<file path="src/rtl/cpu_controller_pkg.sv">
// cpu_controller_pkg: shared VeriRISC opcode/state enums, strobe bundle and ALU-op helper
package cpu_controller_pkg;
  typedef enum logic [2:0] {HLT, SKZ, ADD, AND, XOR, LDA, STO, JMP} opcode_t;
  typedef enum logic [2:0] {INST_ADDR, INST_FETCH, INST_LOAD, IDLE, OP_ADDR, OP_FETCH, ALU_OP, STORE} state_t;
  typedef struct packed {
    logic mem_rd;
    logic load_ir;
    logic halt;
    logic inc_pc;
    logic load_ac;
    logic load_pc;
    logic mem_wr;
    logic data_e;
  } ctrl_t;
  function automatic logic is_aluop(opcode_t op);
    return op inside {ADD, AND, XOR, LDA};
  endfunction
endpackage

</file>
<file path="src/rtl/cpu_controller_if.sv">
// cpu_controller_if: opcode/zero in, datapath strobes out; master = controller, slave = datapath
interface cpu_controller_if;
  import cpu_controller_pkg::*;
  opcode_t opcode;
  logic zero;
  logic mem_rd;
  logic load_ir;
  logic halt;
  logic inc_pc;
  logic load_ac;
  logic load_pc;
  logic mem_wr;
  logic data_e;
  modport master (
    input  opcode, zero,
    output mem_rd, load_ir, halt, inc_pc, load_ac, load_pc, mem_wr, data_e
  );
  modport slave (
    output opcode, zero,
    input  mem_rd, load_ir, halt, inc_pc, load_ac, load_pc, mem_wr, data_e
  );
endinterface

</file>
<file path="src/rtl/cpu_controller_decode.sv">
// cpu_ctrl_decode: combinational state+opcode+zero -> datapath strobes (ctrl)
module cpu_ctrl_decode
  import cpu_controller_pkg::*;
(
  input  state_t  state,
  input  opcode_t opcode,
  input  logic    zero,
  output ctrl_t   ctrl
);
  logic alu;
  assign alu = is_aluop(opcode);
  always_comb begin
    ctrl = '0;
    case (state)
      INST_FETCH: ctrl.mem_rd = 1'b1;
      INST_LOAD, IDLE: begin
        ctrl.mem_rd  = 1'b1;
        ctrl.load_ir = 1'b1;
      end
      OP_ADDR: begin
        ctrl.inc_pc = 1'b1;
        ctrl.halt   = opcode == HLT;
      end
      OP_FETCH: ctrl.mem_rd = alu;
      ALU_OP: begin
        ctrl.mem_rd  = alu;
        ctrl.load_ac = alu;
        ctrl.inc_pc  = opcode == SKZ && zero;
        ctrl.load_pc = opcode == JMP;
        ctrl.data_e  = opcode == STO;
      end
      STORE: begin
        ctrl.mem_rd  = alu;
        ctrl.load_ac = alu;
        ctrl.inc_pc  = opcode == JMP;
        ctrl.load_pc = opcode == JMP;
        ctrl.mem_wr  = opcode == STO;
        ctrl.data_e  = opcode == STO;
      end
      default: ctrl = '0;
    endcase
  end
endmodule

</file>
<file path="src/rtl/cpu_controller.sv">
// cpu_controller: 8-phase VeriRISC sequencer; ports clk, rst (async high), bus (cpu_controller_if.master), step when CPU_CTRL_SINGLE_STEP_EN; HALT_STICKY freezes on HLT
module cpu_controller
  import cpu_controller_pkg::*;
#(
  parameter bit HALT_STICKY = 1'b1
) (
  input logic clk,
  input logic rst,
`ifdef CPU_CTRL_SINGLE_STEP_EN
  input logic step,
`endif
  cpu_controller_if.master bus
);
  state_t state, state_n;
  ctrl_t ctrl;
  logic frozen, go;
  assign frozen = HALT_STICKY && state == OP_ADDR && bus.opcode == HLT;
`ifdef CPU_CTRL_SINGLE_STEP_EN
  logic step_q;
  always_ff @(posedge clk or posedge rst)
    if (rst) step_q <= 1'b0;
    else step_q <= step;
  assign go = step & ~step_q;
`else
  assign go = 1'b1;
`endif
  always_ff @(posedge clk or posedge rst)
    if (rst) state <= INST_ADDR;
    else state <= state_n;
  always_comb begin
    state_n = (frozen || (state == INST_ADDR && !go)) ? state : state_t'(state + 3'd1);
  end
  cpu_ctrl_decode u_decode (
    .state  (state),
    .opcode (bus.opcode),
    .zero   (bus.zero),
    .ctrl   (ctrl)
  );
  assign bus.mem_rd  = ctrl.mem_rd;
  assign bus.load_ir = ctrl.load_ir;
  assign bus.halt    = ctrl.halt;
  assign bus.inc_pc  = ctrl.inc_pc & ~frozen;
  assign bus.load_ac = ctrl.load_ac;
  assign bus.load_pc = ctrl.load_pc;
  assign bus.mem_wr  = ctrl.mem_wr;
  assign bus.data_e  = ctrl.data_e;
  a_rd_wr_excl: assert property (@(posedge clk) disable iff (rst) !(bus.mem_rd && bus.mem_wr));
  a_load_pc_jmp: assert property (@(posedge clk) disable iff (rst) bus.load_pc |-> bus.opcode == JMP);
  a_opcode_known: assert property (@(posedge clk) disable iff (rst) state >= OP_ADDR |-> !$isunknown(bus.opcode));
endmodule

</file>
<file path="src/flat_wrapper.sv">
// flat-port wrapper written by rule: the top's interface ports become plain ports
module cpu_controller_flat import cpu_controller_pkg::*;
#(
  parameter bit HALT_STICKY = 1'b1
)
  (clk, rst, bus_opcode, bus_zero, bus_mem_rd, bus_load_ir, bus_halt, bus_inc_pc, bus_load_ac, bus_load_pc, bus_mem_wr, bus_data_e);
  cpu_controller_if bus_i ();
  input logic clk;
  input logic rst;
  input wire logic [$bits(bus_i.opcode)-1:0] bus_opcode;
  input wire logic [$bits(bus_i.zero)-1:0] bus_zero;
  output wire logic [$bits(bus_i.mem_rd)-1:0] bus_mem_rd;
  output wire logic [$bits(bus_i.load_ir)-1:0] bus_load_ir;
  output wire logic [$bits(bus_i.halt)-1:0] bus_halt;
  output wire logic [$bits(bus_i.inc_pc)-1:0] bus_inc_pc;
  output wire logic [$bits(bus_i.load_ac)-1:0] bus_load_ac;
  output wire logic [$bits(bus_i.load_pc)-1:0] bus_load_pc;
  output wire logic [$bits(bus_i.mem_wr)-1:0] bus_mem_wr;
  output wire logic [$bits(bus_i.data_e)-1:0] bus_data_e;
  assign bus_i.opcode = bus_opcode;
  assign bus_i.zero = bus_zero;
  assign bus_mem_rd = bus_i.mem_rd;
  assign bus_load_ir = bus_i.load_ir;
  assign bus_halt = bus_i.halt;
  assign bus_inc_pc = bus_i.inc_pc;
  assign bus_load_ac = bus_i.load_ac;
  assign bus_load_pc = bus_i.load_pc;
  assign bus_mem_wr = bus_i.mem_wr;
  assign bus_data_e = bus_i.data_e;
  cpu_controller #(.HALT_STICKY(HALT_STICKY)) u_core (.clk(clk), .rst(rst), .bus(bus_i));
endmodule
</file>
<file path="config.mk">
export PLATFORM = sky130hd
export DESIGN_NAME = cpu_controller_flat
export DESIGN_NICKNAME = d
export VERILOG_FILES = /design/src/rtl/cpu_controller_pkg.sv /design/src/rtl/cpu_controller_if.sv /design/src/rtl/cpu_controller_decode.sv /design/src/rtl/cpu_controller.sv /design/src/flat_wrapper.sv
export SDC_FILE = /design/constraint.sdc
export NUM_CORES = 1
export LEC_CHECK = 0
export CAP_MARGIN = 10
export CORE_AREA = 2 2 39 41
export CTS_CLUSTER_DIAMETER = 150
export DETAILED_ROUTE_END_ITERATION = 16
export DIE_AREA = 0 0 41 43
export HOLD_SLACK_MARGIN = 0.06
export SETUP_SLACK_MARGIN = 0.4
export SLEW_MARGIN = 15
export SYNTH_ARGS = -nofsm -noshare
export SYNTH_HDL_FRONTEND = slang
export SYNTH_HIERARCHICAL = 1
export SYNTH_SLANG_ARGS = --single-unit
</file>
<file path="constraint.sdc">
create_clock -name clk -period 1.9 [get_ports clk]
set_input_delay 0.285 -clock clk [delete_from_list [all_inputs] [get_ports clk]]
set_output_delay 0.285 -clock clk [all_outputs]
set_load 0.02 [all_outputs]
</file>
Yosys cells after proc, flatten, opt, wreduce, memory -nomap -nowiden:

Cells that the tools add are included.
Widths: inputs -> output; s select.

* register bits: 3
* latch bits: 0
* memory bits (writable): 0
* memory bits (read-only): 0
* bits of input ports: 6
* output and inout bits: 8
* word-level logic and storage cells: 33
* memories kept: 0

* add/sub/neg operators: 1
* $mul: 0
* div/mod/pow operators: 0
* order comparisons: 0
* eq/ne operators: 14
* shift-type cells: 0
* muxes and demuxes: 7
* bitwise operators: 2
* reductions and logical operators: 8

Operators with widths (number)
* $eq 3x3->1 const B: 8
* $eq 3x2->1 const B: 4
* $eq 3x1->1 const B: 2
* $reduce_or 3->1: 2
* $mux 1: 4
* $reduce_bool 4->1: 1
* $reduce_or 2->1: 2
* $add 3x1->3 const B: 1
* $logic_not 3->1: 1
* $pmux 1 s3: 1
* $logic_and 1x1->1: 2
* $mux 2: 1
* $pmux 1 s2: 1
* $and 1x1->1: 1
* $not 1->1: 1

Logic depth before layout (Yosys ltp):

* depth after elaboration: 4
* gate-level depth with buffers: 5

Hierarchy:

The synthesis kept the hierarchy.

Modules (own cells, without submodules)
* cpu_controller: instances 1, cells each 15, area each 170.2 sq um
* cpu_ctrl_decode: instances 1, cells each 17, area each 96.3 sq um

Worst setup path after synthesis:

Ideal clock, no wire load.

* path type: register -> output
* start point: register u_core.state[0]
* end point: output bus_inc_pc
* data arrival time: 1.359 ns
* setup slack: 0.256 ns
* stages on the path, launching flop included: 6
* buffers on the path: 0
* path through: dfrtp_1 inv_1 ha_1 nand2_1 or4_4 and2_2

* word-level cells in the longest chain between the ends: 4
* elaborated cells between the ends (all ways): 7
* those cells by class: 3 x eq/ne; 1 x mux; 2 x bitwise; 1 x reduce/logical

Ends and longest elaborated chain
* start, declared: RTL line cpu_controller.sv:14 `state_t state, state_n;`
* start signal, assigned: RTL line cpu_controller.sv:29 `else state <= state_n;`
* branches (longest 3 deep; another with $eq 3x3->1)
* $and 1x1->1 *: RTL line cpu_controller.sv:42 `assign bus.inc_pc = ctrl.inc_pc & ~frozen;`
* end, declared: RTL line flat_wrapper.sv:15 `output wire logic [$bits(bus_i.inc_pc)-1:0] bus_inc_pc;`

Mark *: on every way between the ends.

==> metrics.yaml <==
outcome: "finished with violations"
violations: "setup timing"
synth_fa_ha_area_share_pct: 9.390
io_pins: 14
critPathMaxFanout: 3
synthSimpleGateAreaFrac_pct: 34.74
post-route-period-util_pct: 104.1
synth_top_area_cell: "dfrtp_1"
fin_tns_setup_ns: -0.07791
hp-class: "primary input to async pin"
synthTopCellsByCount: "nor2_1, inv_1, dfrtp_1, nand2_1, xnor2_1"
maxCapViolCount: 0
endpoint: "bus_inc_pc"
route.detailed.drc: 0
dr.pass1.iters: 2
numCtsBuffers: 3
r2r_start: "u_core/state[0]$_DFFE_PP0N_"
syn_nets: 40
synth.avg_cell_area_um2: 8.328
grt_setup_unrepaired: "yes"
fp.dieArea_um2: 1763
grt_max_degree: 7
finalNetCount: 79
portBuffers: 13
grt_pass1_vias: 364
biggestRegsByFlops: "u_core/state (3)"
ant_nets: 0
clock_sinks: 3
ys_seq_area_share_pct: 28.17
rows: 14
routed-via-count: 369
critPathKind: "flop to primary output"
yosysUniqueCellTypes: 16
syn2layout_area_growth_pct: 154.9
antenna_found_initial: 0
syn_area_um2: 266.5
fin_area_um2: 679.4
ys_seq_elements: 3
grt-ovfl-total: 0
cts_tree: "built"
yosys_warnings: 6
synthXorXnorAreaFrac_pct: 9.859
via_per_inst: 4.291
largest_register_ffs: 3
core_um2: 1384
clock.fmax_mhz: 505.6
synth_compound_area_share_pct: 6.573
r2r_cells: 6
synth_edf_count: 0
clk_latency_ns: 0.24
power_density_nw_per_um2: 1488
synth_top_area_share_pct: 28.17
required_ns: 1.62
ys.flop_type: "dfrtp_1"
start_util_pct: 19.26
grt_pass1_wl_mm: 1.476
regMostFlops: "u_core/state"
cp.arrival_ns: 1.69
drive_gt1_share_pct: 65.71
place.gp.congestion: 0.7072
muxShareOfSynthArea_pct: 5.634
dp_hpwl_um: 529.1
htreeDepth: 1
finalWorstSetupSlack_ns: -0.07791
yosys-top-cells-area: "dfrtp_1, xnor2_1, ha_1, nor2_1, inv_1"
worst_setup_path_end_kind: "primary output"
yosysMostFrequentCell: "nor2_1"
setup_violations: 1
reg2reg_slack_ns: 0.24
ys_async_sr_fraction_pct: 100.0
final_hold_viol_count: 0
p_leak_nw: 0.3435
cts_root_buf: "clkbuf_4"
antenna_cells: 0
die_w_um: 41
grt.total_usage_pct: 12.75
worstMarginPinSlew_ns: 0.1652
die_height_um: 43
first_iter_violations: 2
timing.final.max_slew_violations: 0
worstSetupStartpoint: "u_core/state[0]$_DFFE_PP0N_"
clk_pin_slew_ns: 0.04
slew-limit-headroom_pct: 88.99
synth_top_family_by_area: "simple AND/OR/NAND/NOR gates"
clock_path_buffers: 2
place_area_um2: 508.0
routed_wl_um: 995
ir_worst_vdd_mv: 0.4611
cp-start-kind: "flop"
wl_per_cell_um: 11.57
postSynthCellCount: 32
r2r-end: "u_core/state[1]$_DFFE_PP0N_"
min_period_ns: 1.978
skew_ns: 0.0004619
==> critical path, stage by stage, from the launching register on <==
cell and delay [ns]:
dfrtp_1 0.42, or4b_4 0.50, a21oi_2 0.14, o21a_1 0.16, and2_4 0.14, buf_6 0.11
==> power by group <==
group | total, mW | internal (mW) | switching [mW] | leakage [nW]
Combinational | 0.762 | 0.451 | 0.311 | 0.294
Clock | 0.116 | 0.0790 | 0.0372 | 0.0150
Sequential | 0.133 | 0.0998 | 0.0336 | 0.0346
==> layout make-up <==
cell class | count | area, um^2
Inverter | 4 | 15.01
Sequential cell | 3 | 75.07
Clock buffer | 4 | 26.28
Tap cell | 16 | 20.02
Fill cell | 139 | 704.4
Timing Repair Buffer | 34 | 302.8
Multi-Input combinational cell | 25 | 240.2
==> per-stage QoR <==
step | instances | setup slack (ns) | util, % | hold slack, ns | total power, mW
2_1_floorplan | 32 | 0.3352 | - | 0.03864 | 0.3749
3_3_place_gp | 73 | -0.5778 | 36.71 | 0.4620 | 0.6132
3_5_place_dp | 73 | -0.5820 | 36.71 | 0.4657 | 0.6192
4_1_cts | 83 | -0.06967 | 45.21 | 0.2201 | 0.8771
5_1_grt | 86 | -0.1234 | 49.10 | 0.2419 | 1.088
6_report | 86 | -0.07791 | 49.10 | 0.2225 | 1.011
==> cell families after synthesis <==
kind of cell | count (synthesis)
and+or+nand+nor | 16
buffers and inverters | 4
AOI/OAI and AO/OA | 3
xor gates and xnor gates | 3
DFF | 3
adders and majority gates | 2
muxes | 1
==> cell usage in the layout (no fill, tap or decap), drive strengths merged <==
master	count
buf	29
nor2	5
dlygate4sd2	4
clkbuf	4
inv	4
xnor2	3
dfrtp	3
nand2	3
nand4	2
and2	2
ha	2
a21oi	2
clkdlybuf4s50	1
or4	1
mux2	1
or4b	1
o21a	1
nor2b	1
and4	1
==> worst min-delay path by stage <==
stage / from / end / depth (start not counted)
floorplan: rst / u_core/state[0]$_DFFE_PP0N_ / 1
global placement: rst / u_core/state[2]$_DFFE_PP0N_ / 2
detailed placement: rst / u_core/state[1]$_DFFE_PP0N_ / 2
CTS: rst / u_core/state[1]$_DFFE_PP0N_ / 2
global route: rst / u_core/state[2]$_DFFE_PP0N_ / 2
finish: rst / u_core/state[0]$_DFFE_PP0N_ / 2
==> timing repair <==
action	in CTS	in global routing
hold buffers	0	0
resized for setup	54	13
endpoints found under the setup margin	10	11
pin swaps	9	5
hold endpoints to repair	0	0
setup buffers	6	3
==> routing by layer <==
metal  up-vias  wire [um]  track usage [%]
met5         -          0                0
met3         2         29            1.571
met4         0         18            10.00
met1       177        389            15.43
li1        183          -                -
met2         7        557            19.06
No activity file was read; power rests on OpenSTA's default activity.
